`config.mk`:
```
export PLATFORM = sky130hd
export DESIGN_NAME = afe_adc_reader
export DESIGN_NICKNAME = d
export VERILOG_FILES = /design/src/rtl/afe_adc_reader.sv
export SDC_FILE = /design/constraint.sdc
export NUM_CORES = 1
export LEC_CHECK = 0
export CAP_MARGIN = 20
export CORE_MARGIN = 3
export CORE_UTILIZATION = 40
export DETAILED_ROUTE_END_ITERATION = 12
export PLACE_DENSITY = 0.69
export SLEW_MARGIN = 20
export SYNTH_ARGS = -nofsm -noshare
export SYNTH_HDL_FRONTEND = slang
export SYNTH_SLANG_ARGS = --single-unit
```
`constraint.sdc`:
```
create_clock -name clk -period 5.3 [get_ports clk]
set_input_delay 1.06 -clock clk [delete_from_list [all_inputs] [get_ports clk]]
set_output_delay 1.06 -clock clk [all_outputs]
set_load 0.02 [all_outputs]
```
`src/rtl/afe_adc_reader.sv`:
```
`default_nettype none
// ============================================================================
// Module   : afe_adc_reader
// Brief    : Paces, blanks and reads a serial 8-bit ADC; returns channel-tagged samples.
// Revision : 1.0
// ============================================================================
module afe_adc_reader #(
    parameter int unsigned CLK_DIV       = 4,
    parameter int unsigned SETTLE_CYCLES = 64,
    parameter int unsigned SAMPLE_PERIOD = 1000
) (
    input  logic       clk,
    input  logic       rst_n,
    input  logic       LED_RED,
    input  logic       LED_IR,
    input  logic [6:0] DC_Comp,
    input  logic [3:0] PGA_Gain,
    input  logic [3:0] LED_Drive,
    input  logic       adc_sdo,
    output logic       adc_cs_n,
    output logic       adc_sclk,
    output logic [7:0] ADC,
    output logic       adc_valid,
    output logic       adc_chan,
    output logic       settle_busy
);

    localparam int unsigned c_set_w    = 17;
    localparam int unsigned c_settle_w = $clog2(SETTLE_CYCLES + 1);
    localparam int unsigned c_period_w = $clog2(SAMPLE_PERIOD);
    localparam int unsigned c_div_w    = $clog2(CLK_DIV);

    localparam logic [c_settle_w-1:0] c_settle_load = c_settle_w'(SETTLE_CYCLES);
    localparam logic [c_settle_w-1:0] c_settle_one  = c_settle_w'(1);
    localparam logic [c_period_w-1:0] c_period_last = c_period_w'(SAMPLE_PERIOD - 1);
    localparam logic [c_div_w-1:0]    c_div_last    = c_div_w'(CLK_DIV - 1);
    localparam logic [4:0]            c_half_last   = 5'd17;

    typedef enum logic [1:0] {
        ST_IDLE    = 2'd0,
        ST_CONVERT = 2'd1,
        ST_DONE    = 2'd2
    } state_t;

    state_t                  state_q,     state_d;
    logic [c_set_w-1:0]      settings_q,  settings_d;
    logic [c_settle_w-1:0]   settle_q,    settle_d;
    logic [c_period_w-1:0]   period_q,    period_d;
    logic [c_div_w-1:0]      div_q,       div_d;
    logic [4:0]              half_q,      half_d;
    logic [7:0]              shift_q,     shift_d;
    logic [7:0]              adc_q,       adc_d;
    logic                    cs_n_q,      cs_n_d;
    logic                    sclk_q,      sclk_d;
    logic                    valid_q,     valid_d;
    logic                    chan_q,      chan_d;
    logic                    chan_pend_q, chan_pend_d;

    logic [c_set_w-1:0]      settings_in;
    logic                    change;
    logic                    leds_ok;
    logic                    start_ok;
    logic                    div_wrap;

    assign settings_in = {LED_RED, LED_IR, DC_Comp, PGA_Gain, LED_Drive};
    assign change      = (settings_in != settings_q);
    assign leds_ok     = LED_RED ^ LED_IR;
    assign div_wrap    = (div_q == c_div_last);
    assign start_ok    = (period_q == '0) && (settle_q == '0) && leds_ok && !change;

    always_ff @(posedge clk) begin
        if (!rst_n) begin
            state_q     <= ST_IDLE;
            settings_q  <= settings_in;
            settle_q    <= c_settle_load;
            period_q    <= '0;
            div_q       <= '0;
            half_q      <= '0;
            shift_q     <= '0;
            adc_q       <= '0;
            cs_n_q      <= 1'b1;
            sclk_q      <= 1'b0;
            valid_q     <= 1'b0;
            chan_q      <= 1'b0;
            chan_pend_q <= 1'b0;
        end else begin
            state_q     <= state_d;
            settings_q  <= settings_d;
            settle_q    <= settle_d;
            period_q    <= period_d;
            div_q       <= div_d;
            half_q      <= half_d;
            shift_q     <= shift_d;
            adc_q       <= adc_d;
            cs_n_q      <= cs_n_d;
            sclk_q      <= sclk_d;
            valid_q     <= valid_d;
            chan_q      <= chan_d;
            chan_pend_q <= chan_pend_d;
        end
    end

    // The sample grid realigns to the end of every blanking window.
    always_comb begin
        settings_d = settings_in;
        settle_d   = settle_q;
        period_d   = (period_q == c_period_last) ? '0 : period_q + 1'b1;
        if (change) begin
            settle_d = c_settle_load;
        end else if (settle_q != '0) begin
            settle_d = settle_q - 1'b1;
            if (settle_q == c_settle_one) begin
                period_d = '0;
            end
        end
    end

    always_comb begin
        state_d     = state_q;
        div_d       = div_q;
        half_d      = half_q;
        shift_d     = shift_q;
        adc_d       = adc_q;
        cs_n_d      = cs_n_q;
        sclk_d      = sclk_q;
        valid_d     = 1'b0;
        chan_d      = chan_q;
        chan_pend_d = chan_pend_q;

        case (state_q)
            ST_IDLE: begin
                if (start_ok) begin
                    state_d     = ST_CONVERT;
                    cs_n_d      = 1'b0;
                    sclk_d      = 1'b0;
                    div_d       = '0;
                    half_d      = '0;
                    shift_d     = '0;
                    chan_pend_d = LED_IR;
                end
            end

            ST_CONVERT: begin
                if (change) begin
                    state_d = ST_IDLE;
                    cs_n_d  = 1'b1;
                    sclk_d  = 1'b0;
                end else if (div_wrap) begin
                    div_d  = '0;
                    half_d = half_q + 1'b1;
                    if (half_q == c_half_last) begin
                        state_d = ST_DONE;
                        sclk_d  = 1'b0;
                        cs_n_d  = 1'b1;
                        adc_d   = shift_q;
                        chan_d  = chan_pend_q;
                        valid_d = 1'b1;
                    end else begin
                        sclk_d = ~sclk_q;
                        // Even half-periods are rising edges; the first one is the mux edge.
                        if (!half_q[0] && (half_q != 5'd0)) begin
                            shift_d = {shift_q[6:0], adc_sdo};
                        end
                    end
                end else begin
                    div_d = div_q + 1'b1;
                end
            end

            ST_DONE: begin
                state_d = ST_IDLE;
            end

            default: begin
                state_d = ST_IDLE;
            end
        endcase
    end

    assign adc_cs_n    = cs_n_q;
    assign adc_sclk    = sclk_q;
    assign ADC         = adc_q;
    assign adc_valid   = valid_q;
    assign adc_chan    = chan_q;
    assign settle_busy = (settle_q != '0);

endmodule
`default_nettype wire

```
Word-level counts from Yosys, hierarchy flattened
Cells that the tools add are included.

$add $sub $neg: 4. Equality and inequality tests: 13. Multiplexer cells: 33. Bitwise logic cells: 6. Reduce and logical (&&, ||, !) cells: 22.

Operators by type and width (count): $mux W10 (4); $mux W8 (5); $ne A17 B17 Y1 (1); $pmux W8 S2 (1); $mux W5 (3); $mux W2 (7); $reduce_and A4 Y1 (3); $add A10 B1 Y10 const B (1); $eq A10 B10 Y1 const B (1); $logic_not A10 Y1 (1); $ne A2 B2 Y1 const B (5); $pmux W5 S2 (1); $reduce_and A3 Y1 (3); $mux W1 (8); $pmux W2 S2 (2); $eq A7 B1 Y1 const B (1); $logic_not A7 Y1 (1); $reduce_bool A7 Y1 (1); $sub A7 B1 Y7 const B (1); $ne A3 B3 Y1 const B (2); $reduce_and A6 Y1 (1); $add A5 B1 Y5 const B (1); $eq A5 B5 Y1 const B (1); $not A1 Y1 (5); 13 further kinds (18).

Register bits after elaboration: 64. Input port bits: 20. Output and inout bits: 13. Logic and storage cells: 91.

Logic depth before layout (Yosys ltp)
Gate-level depths: netlist of run 1.

Word-level depth: 7. Mapped depth: 7. Gate-level depth less buffers: 7.

Worst setup path before layout of run 1
Ideal clock, no wire load.

Kind: input-to-reg. Start point: input DC_Comp[6]. End point: register shift_q[0]. Setup time: 0.142 ns. Arrival time: 2.466 ns. Data required time: 5.158 ns. Setup slack: 2.692 ns. Cell stages on the path: 5. Buffers on the path: 0. Path through: xor2_1 -> nor4_1 -> nand3_1 -> o41ai_4 -> o22ai_1.

Longest elaborated chain between the ends: 5. Elaborated cells between the ends (all ways): 6. Those cells by class: eq/ne: 3; reduce/logical: 3.

RTL lines: from (decl) (RTL line 16) `input logic [6:0] DC_Comp,`; $ne A17 B17 Y1 * (RTL line 66) `assign change = (settings_in != settings_q);`; $logic_not A1 Y1 (RTL line 69) `assign start_ok = (period_q == '0) && (settle_q == '0) && leds_ok && !change;`; $logic_and A1 B1 Y1 (RTL line 69); $ne A2 B2 Y1 (no line); $reduce_and A6 Y1 (no line) *; to (signal assigned) (RTL line 93) `shift_q <= shift_d;`; to (decl) (RTL line 51) `logic [7:0] shift_q, shift_d;`.

Mark *: on every way between the ends. The rest lies on a longest branch, timed or not. A chain may end at the register's enable or synchronous reset.

Worst setup path in the final report of run 1
Start point: input LED_RED. End point: register adc_q[6], in the netlist ADC[6].

Longest elaborated chain between the ends: 3.

RTL lines: from (decl) (RTL line 14) `input logic LED_RED,`; $ne A17 B17 Y1 (RTL line 66); $not A1 Y1 (no line); $reduce_and A4 Y1 (no line); to (signal assigned) (RTL line 80) `adc_q <= '0;`; to (signal assigned) (RTL line 94) `adc_q <= adc_d;`; to (decl) (RTL line 52) `logic [7:0] adc_q, adc_d;`.

No other way between the ends.

==> results by stage, run 1 <==
Worst setup path:
- Of all nets on the critical path, the largest fanout is 11.
- Counting both buffers and inverters, the worst setup path holds a total of 1.
- Setup slack on the worst reg-to-reg path comes out at 2.68 ns.
- For the worst setup path, the data required time is around 5.6 ns.
- Walking the worst path, the cells encountered are clkdlybuf4s50_1, xor2_1, nor4_1, nand4_1, nor3_2, mux2i_1.
- The worst register-to-register path begins at settings_q[16].
- STA classifies the critical path startpoint as an input port.
- The slowest stage of the critical path is the nor3_2 cell.
- Following the worst setup path forward leads to its endpoint at ADC[6].
- The critical path is of the in2reg type.
- The maximum single-stage delay on the critical path is around 0.96 ns.
- The critical path runs through a total of 6 cells.
- Grouping stages by cell kind, the critical path spends the most delay in simple AND/OR/NAND/NOR gates.
- For the worst setup path, the data arrival time is 3.77 ns.
- The worst setup path is captured at a flop.
- The startpoint of the most critical setup path is LED_RED.
- Measured in cells, the most critical reg-to-reg path has a length of 5.
- The worst register-to-register path ends at ADC[6].

Power:
- For this design the ratio of total power to cell area is ~260 nW/µm².
- The leakage power figure is 1.167 nW.
- The maximum vdd drop is 0.0001902 V.

Synthesis:
- The most used flip-flop cell after synthesis is dfxtp_1.
- The synthesized design devotes to its leading area cell type 45.55% of total area.
- By area the synthesized netlist is led by dfxtp_1 (46%), xor2_1 (5.9%), mux2i_1 (4.6%).
- After synthesis, the mean cell area works out to 9.502 µm².
- The synthesized design spends more area on one cell type than any other, namely dfxtp_1.
- For this run, asynchronously set or reset flops after synthesis account for 0%.
- Synthesis handed over a netlist of 296 instances.
- Yosys printed 0 warnings.
- The post-synth net total is between 300 and 400.
- The mapped cell area is 2813 µm².
- The number of distinct library cell variants in the gate-level netlist after synthesis is 44.
- Sequential elements use 45.55% of the synthesized area.
- The synthesized design contains 64 register bits.
- The synthesized design contains 0 enable-type register cells.

Timing:
- Summed over all failing endpoints, the final setup total negative slack is 0 ns.
- Between clock sinks in the finished design, the worst skew comes to 0.005760 ns.
- The max-slew violation count is 0.
- Dividing the final minimum period by the clock period gives 66.14%.
- The final-report hold violation count was 0.
- The shortest period the worst path allows is roughly 3.5 ns.
- The normalized max-slew margin is 30.38%.
- Setup slack on the critical path of the routed design comes to 1.794 ns.
- The final setup violation count is 0.
- The achievable clock frequency is 285.3 MHz.
- Setup repair after global routing left no endpoint under its margin.
- At the pin with the least slew margin, the transition time is 1.033 ns.

Global routing:
- The initial antenna violation count came to 0.
- Global routing used 14.44% of the available tracks across all layers.
- The first global-routing pass estimated 9515 µm of wire.
- Entering global routing, the biggest net connects 26 pins.
- The via count of the first global-routing pass is roughly 2,100.
- The total overflow left after global routing is 0.

Layout:
- Summing all multi-input logic gate instances after layout gives roughly 1400 µm².
- The number of antenna diodes is 0.
- Summing all flip-flop and latch instances after layout gives 1281 µm².
- The fraction of final layout cells with drive strength greater than 1 is 7.784%.
- The area growth from synthesis to layout is 19.39%.
- The post-layout net count is 359.
- After filler insertion, the fill cell instance count of the layout stands at 634.

Clocking:
- The root buffer cell is clkbuf_8.
- The clock buffer count from CTS is 9.
- The H-tree depth is 3.
- The post-CTS repair timing setup buffer count is 0.
- The cts-stage hold buffer count is 0.
- The later pin in the worst-skew pair is clocked with a latency of 0.34 ns.
- After clock tree synthesis, the repair step resized 0 gates.
- Counting along the longest clock path gives a buffer depth of 2.
- Clock-pin slew was measured on the worst setup and hold paths at 0.07 ns.
- TritonCTS built the clock tree.
- The clock drives 64 sinks.

Route:
- The wire length per cell after detailed routing is 12.96 µm.
- In the routed design, unresolved DRC markers number 0.
- The first-pass detailed-route iteration total is 4.
- Wires add up to approximately 5500 µm.
- Summing over every cut layer, the via total after detailed routing is between 2,000 and 2,500.
- The post-route antenna net violation count is 0.
- The number of DRC markers after the initial detailed-route iteration is 180.
- The vias per cell is just over 5.

Place:
- Routability-driven placement finished with a final weighted congestion of between 0.8 and 0.9.
- Prior to clock tree synthesis, the placed netlist has a worst setup slack of between 1 and 1.5 ns.
- The total half-perimeter wirelength after legalization and detailed placement is 3972 µm.
- Input and output buffers added on the ports amount to 32.

Die:
- The die extent in y is between 80 and 90 µm.
- The initialized floorplan defines 29 standard-cell rows.
- The core box area is 6568 µm².
- In this run the count of I/O pins placed on the die edge is 33.
- For this configuration, the core starts out at a cell density of 42.83%.
- The die covers 8074 µm².
- The width of the die is 89.86 µm.

Outcome:
- The run finished with clean final reports.

Flow run:
- Max-cap violations in this run came to 0.

Hold path:
- The worst hold path belongs to the class reg2reg.
==> layout by cell type (no fill, tap or decap), types with 2 or more instances in the layout <==
master / netlist / routed
and2_1: 3 / 3
nor2b_1: 2 / 2
and4_1: 3 / 3
a21oi_1: 3 / 3
clkinvlp_4: 0 / 3
o22ai_1: 8 / 8
o31ai_1: 2 / 2
nor4_1: 6 / 6
nor2_1: 17 / 17
o211ai_1: 2 / 2
and3_1: 2 / 2
a31oi_1: 3 / 3
clkinv_2: 0 / 3
xnor2_1: 13 / 13
a41o_1: 2 / 2
xor2_1: 19 / 19
nor3_2: 3 / 3
clkdlybuf4s50_1: 0 / 32
inv_1: 20 / 20
mux2i_1: 13 / 13
ha_1: 9 / 9
clkbuf_8: 0 / 9
dfxtp_1: 64 / 64
nor4_2: 2 / 2
nand3_1: 16 / 16
nor3_1: 17 / 17
nor4b_1: 4 / 4
o21ai_0: 2 / 2
nand4_1: 5 / 5
nand2_1: 33 / 33
==> cell usage after synthesis, drive strengths merged (2+ instances only) <==
cell type and count:
ha 9, a41o 2, or3 2, mux2i 13, o22ai 8, nor2b 2
and4 3, buf 5, inv 20, nor2 17, a31oi 3, nor3 20
nand2 33, o21ai 2, o211ai 2, nand4 5, nand3 16, a21oi 3
nor4 8, xor2 19, and3 2, o31ai 2, nor4b 5, and2 3
xnor2 13, clkbuf 5, dfxtp 64
==> cell type report <==
| type | instances | area share, % |
|---|---|---|
| Multi-Input combinational cell | 202 | 41.58 |
| Sequential cell | 64 | 38.15 |
| Timing Repair Buffer | 33 | 9.762 |
| Clock buffer | 9 | 3.689 |
| Tap cell | 93 | 3.465 |
| Inverter | 20 | 2.235 |
| Clock inverter | 6 | 1.118 |
==> metrics by stage <==
stage,util [%],hold slack (ns),total power [mW],area (µm²),std cells
2_1_floorplan,-,0.4381,0.5299,2813,296
3_3_place_gp,48.68,0.4402,0.5511,3197,412
3_5_place_dp,48.68,0.4475,0.5525,3197,412
4_1_cts,51.13,0.4601,0.9023,3358,427
5_1_grt,51.13,0.4779,0.9276,3358,427
6_report,51.13,0.4572,0.8890,3358,427
==> per-layer routing <==
layer	GRT usage [%]	vias to the layer above	part of all wire [%]
met5	0	-	0
met4	7.270	0	1.7
met3	3.923	10	4.6
met2	22.62	38	45
met1	18.31	997	49
li1	-	1105	-
==> tightest hold or removal path, cell delays in order (launching register included) <==
cell	delay, ns
dfxtp_1	0.31
nand2_1	0.05
mux2i_1	0.05
==> registers in the layout, summed over array words and instances, names as in the netlist <==
name         cells
settings_q      17
adc_chan         1
chan_pend_q      1
adc_cs_n         1
state_q          2
div_q            2
half_q           5
adc_valid        1
ADC              8
settle_q         7
adc_sclk         1
shift_q          8
period_q        10
==> how the worst min path moves through the flow <==
stage | start | to | slack, ns | cells past startpoint
after global placement | shift_q[6] | ADC[6] | 0.44 | 2
after CTS | ADC[0] | ADC[0] | 0.46 | 2
after detailed placement | ADC[0] | ADC[0] | 0.45 | 2
after global routing | shift_q[0] | ADC[0] | 0.48 | 2
after floorplan | shift_q[0] | ADC[0] | 0.44 | 2
final | ADC[0] | ADC[0] | 0.46 | 2
==> cells by family (layout without fill, tap and decap cells) <==
kind of cell | Yosys count | in the layout | synth area share, %
simple gates | 117 | 117 | 22.42
flops | 64 | 64 | 45.55
xor+xnor | 32 | 32 | 9.964
compound gates | 30 | 30 | 8.230
buf+inv | 30 | 68 | 4.804
mux | 14 | 14 | 5.026
fa+ha+maj | 9 | 9 | 4.004
==> power breakdown <==
group / switching, mW / internal (mW) / leakage (nW) / total [mW]
sequential: 0.00471 / 0.490 / 0.523 / 0.494
clock: 0.184 / 0.164 / 0.0769 / 0.348
combinational: 0.0221 / 0.0246 / 0.568 / 0.0468
total: 0.211 / 0.678 / 1.17 / 0.889
(Power assumes the default switching activity.)
==> run 2: changes to the inputs <==
==> constraint.sdc (replaced) <==
create_clock -name clk -period 3.65 [get_ports clk]
set_input_delay 0.73 -clock clk [delete_from_list [all_inputs] [get_ports clk]]
set_output_delay 0.73 -clock clk [all_outputs]
set_load 0.02 [all_outputs]
==> run 2 against run 1 <==
Compared with the run above:
- cell area up 2.5%
- core utilization up 1.3 points
- highest routed layer unchanged
- critical endpoint is now settle_busy
- combinational power up 46%
- critical path depth down 1
- die area unchanged
- clock power up 85%
- global-route usage down 0.55 points
- final cell count up 1.4%
- flip-flop and latch count unchanged
==> results by stage, run 2 (synthesis results as in run 1) <==
Clocking:
- The number of cells upsized or downsized after cts was 0 (unchanged).
- The clock insertion delay at the later pin of the skew report is 0.34 ns (about the same).
- The clock sink total came to 64 (unchanged).
- The worst-case clock buffer depth is 2 (unchanged).
- The root buffer cell is clkbuf_8 (unchanged).
- The cts-stage hold buffer count was 0 (unchanged).
- The TritonCTS clock tree was built (unchanged).
- The clock-pin transition on the worst setup and hold timing paths is 0.07 ns (about the same).
- The clock buffer count from CTS is 9 (unchanged).
- The H-tree depth is 3 (unchanged).
- The post-CTS repair timing setup buffer count is 0 (unchanged).

Die:
- The width of the die is 89.86 µm (unchanged).
- The die extent in y is 89.86 µm (unchanged).
- The starting density of the core is 42.83% (unchanged).
- The core box area is 6568 µm² (unchanged).
- The area of the die is 8074 µm² (unchanged).
- The number of rows created at floorplan is 29 (unchanged).
- The I/O pin count is 33 (unchanged).

Power:
- The maximum vdd drop is 0.0002817 V (was 0.0001902 V).
- The leakage power figure is 1.224 nW (was 1.167 nW).
- The proportion of total power due to net switching came to 20.95% (was 23.71%).
- The combinational fraction of design power is 4.8% (was 5.3%).
- The clock network power share is 45.0% (was 39.1%).
- The switching power total came to 0.2994 mW (was 0.2108 mW).
- The internal power of the cells was 1.130 mW (was 0.6782 mW).
- The total power came to 1.429 mW (was 0.8890 mW).
- The total power density per cell area is 415.1 nW/µm² (was 264.7 nW/µm²).
- The sequential fraction of design power is 50.2% (was 55.6%).

Worst setup path:
- Critical path cell sequence: or3_4, nor4b_4, buf_4, inv_1, clkdlybuf4s50_1 (was clkdlybuf4s50_1, xor2_1, nor4_1, nand4_1, nor3_2, mux2i_1).
- The logic depth of the worst register-to-register path is 6 (was 5).
- The reg-to-reg critical path endpoint was shift_q[5] (was ADC[6]).
- The worst flop-to-flop path startpoint was settle_q[2] (was settings_q[16]).
- The standard cell with the maximum stage delay on the critical path is clkdlybuf4s50_1 (was nor3_2).
- The type of element launching the critical path is a flop (was input port).
- The startpoint-to-endpoint class of the critical path is reg2out (was in2reg).
- The slack of the worst reg-to-reg path is 1.41 ns (was 2.68 ns).
- The endpoint class of the critical path is a primary output (was flop).
- The required time at the endpoint of the critical path came to 2.92 ns (was 5.57 ns).
- The capture point of the worst path is settle_busy (was ADC[6]).
- The maximum single-stage delay on the critical path is 0.53 ns (was 0.96 ns).
- The arrival time at the worst endpoint is 2.17 ns (was 3.77 ns).
- The startpoint of the most critical setup path is settle_q[2] (was LED_RED).
- The highest net fanout along the worst path came to 12 (was 11).

Timing:
- The final-report hold violation count was 0 (unchanged).
- Based on the critical path, the design can be clocked at up to between 300 and 400 MHz.
- The final setup skew is 0.01007 ns (was 0.005760 ns).
- The worst-margin pin slew was 0.6456 ns (was 1.033 ns).
- The final setup violation count was 0 (unchanged).
- The shortest period the worst path allows is around 2.9 ns.
- The max-slew violation count is 0 (unchanged).
- The setup total negative slack is 0 ns (unchanged).
- Setup repair after global routing missed its margin: false (unchanged).
- The normalized max-slew margin came to 56.87% (was 30.38%).
- The share of the clock period used by the worst path after layout is 79.40%.

Layout:
- The post-layout net count was 364 (was 359).
- The fraction of final layout cells with drive strength greater than 1 was 9.118% (was 7.784%).
- The filler cell count in the final layout is 603 (was 634).
- The area of the multi-input gates is 1396 µm² (unchanged).
- The register with the most flip-flops is settings_q (unchanged).
- The number of flip-flops in the largest register came to 17 (unchanged).
- Largest registers: settings_q (17), period_q (10) (unchanged).
- Commonest cells after routing, fill and taps aside: dfxtp_1 (64), nand2_1 (33), clkdlybuf4s50_1 (32) (unchanged).
- The most frequent standard cell in the layout excluding fill and tap cells is dfxtp_1 (unchanged).
- The area of all sequential standard cells came to 1281 µm² (unchanged).
- The number of antenna diodes is 0 (unchanged).
- The layout overhead on the synthesized area is 22.42% (was 19.39%).

Route:
- The detailed-route wire length was 5418 µm (was 5532 µm).
- The total DRC errors in the routed layout is 0 (unchanged).
- The first-pass detailed-route iteration total is 5 (was 4).
- The post-route antenna net violation count is 0 (unchanged).
- The number of DRC markers after the initial detailed-route iteration is 160 (was 180).
- The wire length per cell after detailed routing was 12.51 µm (was 12.96 µm).
- The vias per cell is 4.984 (was 5.035).
- The detailed-route via count is 2,158 (was 2,150).

Global routing:
- The initial antenna violation count was 0 (unchanged).
- The via count of the first global-routing pass is 1,944 (was 2,123).
- The largest net degree at the start of global routing came to 27 (was 26).
- The combined global-route utilization of all metal layers came to 13.90% (was 14.44%).
- The global-route wire length before repair was 9121 µm (was 9515 µm).
- The global route total overflow is 0 (unchanged).

Hold path:
- The worst min-delay path category is reg2reg (unchanged).

Flow run:
- The max-capacitance violation count is 0 (unchanged).

Outcome:
- Status: complete, no violations (unchanged).

Place:
- The total half-perimeter wirelength after legalization and detailed placement came to 3964 µm (was 3972 µm).
- The count of input and output buffers is 32 (unchanged).
- The routability congestion estimate is 0.8851 (was 0.8038).
## run 2: metrics by stage
step                      hold slack [ns]  utilization (%)  std cells  setup WS, ns  cell area (µm²)
after floorplan                    0.4381                -        296         1.372             2813
after global placement             0.4434            49.13        416        0.6009             3227
after detailed placement           0.4482            49.13        416        0.5281             3227
after CTS                          0.4583            52.35        432        0.7305             3438
after global routing               0.4744            52.43        433        0.6458             3443
final                              0.4549            52.43        433        0.7519             3443
## run 2: how the worst min path moves through the flow
stage | start | end | slack, ns | cells after the start
after global placement | ADC[2] | ADC[2] | 0.44 | 2
final | ADC[2] | ADC[2] | 0.45 | 2
after detailed placement | ADC[5] | ADC[5] | 0.45 | 2
after CTS | ADC[2] | ADC[2] | 0.46 | 2
after global routing | shift_q[2] | ADC[2] | 0.47 | 2
after floorplan | shift_q[0] | ADC[0] | 0.44 | 2
## run 2: power by group through the flow
| stage | combinational [mW] | sequential (mW) | clock, mW |
|---|---|---|---|
| CTS | 0.0683 | 0.718 | 0.661 |
| global route | 0.0759 | 0.719 | 0.696 |
| detailed placement | 0.0679 | 0.734 | 0 |
| global placement | 0.0674 | 0.733 | 0 |
| floorplan | 0.0368 | 0.733 | 0 |
| finish | 0.0681 | 0.718 | 0.643 |
## run 2: final cells by class
cell class              instances  share of cell area (%)
inverters                      20                   2.180
repair buffers                 38                   10.54
multi-input cells             202                   40.55
clock inverters                 6                   2.435
flip-flops and latches         64                   37.21
clock buffers                  10                   3.706
well taps                      93                   3.379
## run 2: per-layer routing
metal / GRT usage (%) / vias to the layer above / wire, µm / part of all wire [%]
met1: 19.09 / 979 / 2755 / 51
li1: - / 1113 / - / -
met5: 0 / - / 0 / 0
met4: 5.740 / 0 / 89 / 1.6
met2: 19.80 / 59 / 2245 / 41
met3: 4.841 / 7 / 328 / 6.1
## run 2: critical path, delay by kind of cell, from the launching register on
kind,cells,cell delay (ns)
buffers and inverters,3,0.82
AND/OR/NAND/NOR,2,0.67
flip-flops,1,0.34
